**src/rtl/btn_pkg.sv**
```systemverilog
// Shared definitions for the button/switch input-conditioning blocks.
//   - btn_state_e : debounce FSM state encoding
//   - *_DEF       : default parameter values for btn_conditioner
package btn_pkg;

    typedef enum logic [1:0] {
        S_LOW    = 2'd0,
        S_WAIT_H = 2'd1,
        S_HIGH   = 2'd2,
        S_WAIT_L = 2'd3
    } btn_state_e;

    localparam int SYNC_STAGES_DEF     = 2;
    localparam int DEBOUNCE_CYCLES_DEF = 4;
    localparam int HOLD_CYCLES_DEF     = 16;

endpackage

```
**src/rtl/btn_conditioner_sync_chain.sv**
```systemverilog
// sync_chain: generic multi-flop synchroniser for an asynchronous single-bit input.
// Ports:
//   clk  in  system clock
//   rst  in  asynchronous, active-high reset (chain clears to 0)
//   d    in  asynchronous input
//   q    out d delayed by SYNC_STAGES rising edges of clk
module sync_chain #(
    parameter int SYNC_STAGES = 2
) (
    input  logic clk,
    input  logic rst,
    input  logic d,
    output logic q
);

    logic [SYNC_STAGES-1:0] chain_q;
    logic [SYNC_STAGES-1:0] chain_d;

    always_comb begin
        chain_d = {chain_q[SYNC_STAGES-2:0], d};
    end

    always_ff @(posedge clk or posedge rst) begin
        if (rst) begin
            chain_q <= '0;
        end else begin
            chain_q <= chain_d;
        end
    end

    assign q = chain_q[SYNC_STAGES-1];

endmodule

```
**src/rtl/btn_conditioner.sv**
```systemverilog
// btn_conditioner: synchronises and debounces a raw bouncing input, then produces a clean level
// plus single-cycle rise/fall/hold pulses intended for the data inputs of downstream storage cells.
// Ports:
//   clk         in   system clock
//   rst         in   asynchronous, active-high reset
//   din         in   raw asynchronous input, may bounce
//   level       out  debounced level (registered)
//   rise_pulse  out  one cycle high when level goes 0->1
//   fall_pulse  out  one cycle high when level goes 1->0
//   hold_pulse  out  one cycle high once level has stayed high HOLD_CYCLES cycles
//
// state    | meaning
// S_LOW    | accepted level 0, input agrees
// S_WAIT_H | accepted level 0, counting consecutive 1 samples
// S_HIGH   | accepted level 1, input agrees, hold counter running
// S_WAIT_L | accepted level 1, counting consecutive 0 samples, hold counter paused
module btn_conditioner
    import btn_pkg::*;
#(
    parameter int SYNC_STAGES     = SYNC_STAGES_DEF,
    parameter int DEBOUNCE_CYCLES = DEBOUNCE_CYCLES_DEF,
    parameter int HOLD_CYCLES     = HOLD_CYCLES_DEF,
    parameter int CNT_W           = $clog2(((HOLD_CYCLES > DEBOUNCE_CYCLES) ?
                                            HOLD_CYCLES : DEBOUNCE_CYCLES) + 1)
) (
    input  logic clk,
    input  logic rst,
    input  logic din,
    output logic level,
    output logic rise_pulse,
    output logic fall_pulse,
    output logic hold_pulse
);

    localparam logic [CNT_W-1:0] CNT_ONE  = CNT_W'(1);
    localparam logic [CNT_W-1:0] DEB_LAST = CNT_W'(DEBOUNCE_CYCLES - 1);
    localparam logic [CNT_W-1:0] HOLD_MAX = CNT_W'(HOLD_CYCLES);
    localparam logic [CNT_W-1:0] HOLD_PRE = CNT_W'(HOLD_CYCLES - 1);

    logic s;

    btn_state_e       state_q, state_d;
    logic [CNT_W-1:0] deb_cnt_q, deb_cnt_d;
    logic [CNT_W-1:0] hold_cnt_q, hold_cnt_d;
    logic             level_q, level_d;
    logic             rise_q, rise_d;
    logic             fall_q, fall_d;
    logic             hold_q, hold_d;

    sync_chain #(
        .SYNC_STAGES(SYNC_STAGES)
    ) u_sync (
        .clk (clk),
        .rst (rst),
        .d   (din),
        .q   (s)
    );

    always_comb begin
        state_d    = state_q;
        deb_cnt_d  = deb_cnt_q;
        hold_cnt_d = hold_cnt_q;
        level_d    = level_q;
        rise_d     = 1'b0;
        fall_d     = 1'b0;
        hold_d     = 1'b0;

        case (state_q)
            S_LOW: begin
                if (s) begin
                    if (DEBOUNCE_CYCLES == 1) begin
                        state_d    = S_HIGH;
                        level_d    = 1'b1;
                        rise_d     = 1'b1;
                        hold_cnt_d = '0;
                        deb_cnt_d  = '0;
                    end else begin
                        state_d   = S_WAIT_H;
                        deb_cnt_d = CNT_ONE;
                    end
                end
            end
            S_WAIT_H: begin
                if (!s) begin
                    state_d   = S_LOW;
                    deb_cnt_d = '0;
                end else if (deb_cnt_q == DEB_LAST) begin
                    state_d    = S_HIGH;
                    level_d    = 1'b1;
                    rise_d     = 1'b1;
                    hold_cnt_d = '0;
                    deb_cnt_d  = '0;
                end else begin
                    deb_cnt_d = deb_cnt_q + CNT_ONE;
                end
            end
            S_HIGH: begin
                if (!s) begin
                    if (DEBOUNCE_CYCLES == 1) begin
                        state_d   = S_LOW;
                        level_d   = 1'b0;
                        fall_d    = 1'b1;
                        deb_cnt_d = '0;
                    end else begin
                        state_d   = S_WAIT_L;
                        deb_cnt_d = CNT_ONE;
                    end
                end
            end
            S_WAIT_L: begin
                // A return to S_HIGH keeps level and the hold count as they were.
                if (s) begin
                    state_d   = S_HIGH;
                    deb_cnt_d = '0;
                end else if (deb_cnt_q == DEB_LAST) begin
                    state_d   = S_LOW;
                    level_d   = 1'b0;
                    fall_d    = 1'b1;
                    deb_cnt_d = '0;
                end else begin
                    deb_cnt_d = deb_cnt_q + CNT_ONE;
                end
            end
            default: begin
                state_d   = S_LOW;
                level_d   = 1'b0;
                deb_cnt_d = '0;
            end
        endcase

        // Hold counter advances only in S_HIGH and saturates, so the pulse fires once per press.
        if ((state_q == S_HIGH) && (state_d != S_LOW) && (hold_cnt_q != HOLD_MAX)) begin
            hold_cnt_d = hold_cnt_q + CNT_ONE;
            if (hold_cnt_q == HOLD_PRE) begin
                hold_d = 1'b1;
            end
        end
    end

    always_ff @(posedge clk or posedge rst) begin
        if (rst) begin
            state_q    <= S_LOW;
            deb_cnt_q  <= '0;
            hold_cnt_q <= '0;
            level_q    <= 1'b0;
            rise_q     <= 1'b0;
            fall_q     <= 1'b0;
            hold_q     <= 1'b0;
        end else begin
            state_q    <= state_d;
            deb_cnt_q  <= deb_cnt_d;
            hold_cnt_q <= hold_cnt_d;
            level_q    <= level_d;
            rise_q     <= rise_d;
            fall_q     <= fall_d;
            hold_q     <= hold_d;
        end
    end

    assign level      = level_q;
    assign rise_pulse = rise_q;
    assign fall_pulse = fall_q;
    assign hold_pulse = hold_q;

endmodule

```
**config.mk**
```make
export PLATFORM = sky130hd
export DESIGN_NAME = btn_conditioner
export DESIGN_NICKNAME = d
export VERILOG_FILES = /design/src/rtl/btn_pkg.sv /design/src/rtl/btn_conditioner_sync_chain.sv /design/src/rtl/btn_conditioner.sv
export SDC_FILE = /design/constraint.sdc
export NUM_CORES = 1
export LEC_CHECK = 0
export ABC_AREA = 1
export CAP_MARGIN = 40
export CORE_MARGIN = 4
export CORE_UTILIZATION = 50
export DETAILED_ROUTE_END_ITERATION = 8
export PLACE_DENSITY = 0.81
export SLEW_MARGIN = 0
export SYNTH_ARGS = -nofsm -noshare
export SYNTH_HDL_FRONTEND = slang
export SYNTH_HIERARCHICAL = 1
export SYNTH_SLANG_ARGS = --single-unit
```
**constraint.sdc**
```tcl
create_clock -name clk -period 1.3 [get_ports clk]
set_clock_uncertainty 0.1 [all_clocks]
set_input_delay 0.195 -clock clk [delete_from_list [all_inputs] [get_ports clk]]
set_output_delay 0.195 -clock clk [all_outputs]
set_load 0.03 [all_outputs]
```
==> impl_metrics.csv <==
group,metric,value,unit
route,post_drt_via_cell_ratio,5.050,
timing,setup_viol,5,
finish,final_nets,143,
clock_tree,clock_sinks,18,
global_routing,grt-ovfl-total,0,
worst_setup_path,crit_type,"reg -> reg",
global_routing,grt_max_degree,11,
finish,most-common-layout-cells,"18 x nand2_1, 17 x dfrtp_1, 15 x inv_1",
power,comb_power_share,51.6,%
route,wl,2164,um
power,internal-power,1.419,mW
route,wl_met3,97,um
timing,holdWs,0.2253,ns
placed_design,portBuffers,6,
finish,area_delta_synth_final,37.69,%
timing,finalWorstPathRequiredPeriod,1.406,ns
power,p_leak,0.6523,nW
outcome,status,"complete, but fails checks",
placed_design,placed_cell_area,0.001080,mm^2
yosys,yosys_warnings,6,
yosys,synth_area_leaders,"dfrtp_1 48%, nand2_1 11%, inv_1 7.3%",
power,p_per_area,1922,mW/mm^2
timing,drv_slew,0,
placed_design,hpwl,1339,um
placed_design,placedCellCount,152,
yosys,syn-instance-count,112,
timing,slew_headroom,85.27,%
die,core_area,0.001745,mm^2
global_routing,antenna_found_initial,0,
route,vias,808,
clock_tree,cts_tree,"done",
flow_run,cap_violations,0,
global_routing,grt_pass1_vias,773,
yosys,syn_area_per_cell,8.300,um^2
timing,worst_slack,-0.1057,ns
worst_setup_path,cp_max_fo,2,
clock_tree,numCtsBuffers,3,
route,routed.top_layer,"met4",
die,die_x,51.12,um
route,drt_first_pass_iters,6,
placed_design,gp_congestion,0.8624,
yosys,synth_edf_count,0,
power,p_clk_share,14.3,%
timing,post-route-period-util,108.1,%
finish,stdcell_area,0.001280,mm^2
yosys,async_flop_share,100.0,%
clock_tree,clkTransAtPathRegs,0.11,ns
die,row_count,15,
timing,hold_viol_final,0,
timing,max_freq,0.7114,GHz
yosys,synth_seq_cells,18,
die,die_area,0.002613,mm^2
route,postRouteAntennaNets,0,
clock_tree,cts_root_buffer,"clkbuf_4",
global_routing,grt_pass1_wl,3277,um
finish,fin_cells,160,
outcome,violations,"negative setup slack",
worst_setup_path,cp-end-kind,"flip-flop",
finish,final_common_cell,"nand2_1",
yosys,netlist_area,929.6,um^2
yosys,syn-num-nets,119,
yosys,yosysTopAreaCell,"dfrtp_1",
worst_setup_path,worst_ep_required_time,1.45,ns
power,ir_drop,1.631,mV
yosys,synth_top_area_share,48.45,%
route,wl_met1,880,um
route,avgRoutedWirePerCell,13.53,um
clock_tree,cts.path.max_buffers,2,
clock_tree,htreeDepth,1,
die,io_pins,7,
power,pwr-share-seq,34.1,%
power,switching_power,1.041,mW
yosys,ys.flop_type,"dfrtp_1",
global_routing,track_usage,17.22,%
die,initial_core_util,53.26,%
route,route.detailed.drc,0,
hold_path,hp-class,"in -> reg",
die,die_h,51.12,um
yosys,yosysSeqAreaShare,48.45,%
finish,layout-drive-gt1-share,43.70,%
timing,rsz0062_at_grt,"yes",
worst_setup_path,arrival,1.55,ns
yosys,ys_types,22,
finish,antenna_cells,0,
clock_tree,clk_latency,0.30,ns
power,switching_share,42.31,%
timing,worstMarginPinSlew,0.2206,ns
route,wl_met2,1138,um
route,drt_iter0_drc,13,
worst_setup_path,startpoint_type,"flip-flop",
## routing by layer
metal | GRT usage, % | vias to the layer above
met2 | 29.40 | 29
met1 | 20.98 | 378
li1 | - | 393
met5 | 0 | -
met3 | 3.790 | 8
met4 | 6.726 | 0
## worst paths after layout
path,slack [ns],from,cells past startpoint,end
min in group asynchronous,0.52,rst,3,u_sync/chain_q[0]$_DFF_PP0_
worst min-delay path,0.23,din,1,u_sync/chain_q[0]$_DFF_PP0_
worst max-delay path,-0.11,hold_cnt_q[0]$_DFFE_PP0P_,6,hold_cnt_q[4]$_DFFE_PP0P_
worst max register to register,-0.11,hold_cnt_q[0]$_DFFE_PP0P_,6,hold_cnt_q[4]$_DFFE_PP0P_
max in group asynchronous,0.28,rst,4,state_q[1]$_DFF_PP0_
worst min register to register,0.27,u_sync/chain_q[0]$_DFF_PP0_,0,u_sync/chain_q[1]$_DFF_PP0_
## cell type report
class | count | area [um^2]
multi-input cells | 72 | 508.0
fillers | 114 | 465.4
flip-flops and latches | 18 | 451.7
clock buffers | 4 | 36.28
repair buffers | 20 | 168.9
inverters | 21 | 83.83
well taps | 25 | 31.28
## metrics by stage
stage               power, mW  util (%)  setup slack (ns)  setup TNS, ns
floorplan               1.441         -          -0.02549       -0.02549
global placement        1.671     61.86          -0.03401       -0.07584
detailed placement      1.719     61.86          -0.07829        -0.2667
CTS                     2.112     65.73           -0.1038        -0.1965
global route            2.652     73.33           -0.1935        -0.6318
finish                  2.460     73.33           -0.1057        -0.1416
## critical path, cell delays in order (launching register included)
cell,delay (ns)
dfrtp_1,0.42
ha_2,0.20
nand2_2,0.07
nor2_1,0.04
ha_1,0.26
or2_0,0.20
nand2_1,0.06
## cell families (layout without fill, tap and decap cells)
kind of cell    Yosys count  after routing  synth area share, %
fa+ha+maj                 4              4                5.384
xor+xnor                  2              2                1.885
flops                    18             18                48.45
buf+inv                  22             45                9.690
compound gates            5              5                3.499
simple gates             61             61                31.09
## Yosys cell counts (2+ instances only)
| cell | number |
|---|---|
| inv_2 | 3 |
| o21ai_1 | 2 |
| nand2_1 | 28 |
| inv_1 | 18 |
| nor2_1 | 9 |
| dfrtp_1 | 18 |
| nor2_2 | 2 |
| nand3_1 | 11 |
| nand2_2 | 3 |
| nand4_1 | 3 |
| ha_1 | 4 |
## state kept, by name (all words and copies together) (netlist names)
| signal | count |
|---|---|
| state_q | 2 |
| u_sync/chain_q | 2 |
| fall_pulse | 1 |
| rise_pulse | 1 |
| hold_cnt_q | 5 |
| deb_cnt_q | 5 |
| level | 1 |
| hold_pulse | 1 |
## power groups by stage
stage	logic, mW	clock network [mW]	registers [mW]
2_1_floorplan	0.585	0	0.856
3_3_place_gp	0.848	0	0.823
3_5_place_dp	0.890	0	0.829
4_1_cts	0.935	0.353	0.824
5_1_grt	1.41	0.383	0.856
6_report	1.27	0.351	0.839
## timing repair
item	4_1_cts	5_1_grt
pin swaps	3	8
hold buffers	1	0
resized for setup	8	31
setup endpoints to repair	9	14
endpoints found under the hold margin	2	0
setup buffers	0	3
Note: power is estimated with default switching activity, not from simulation.
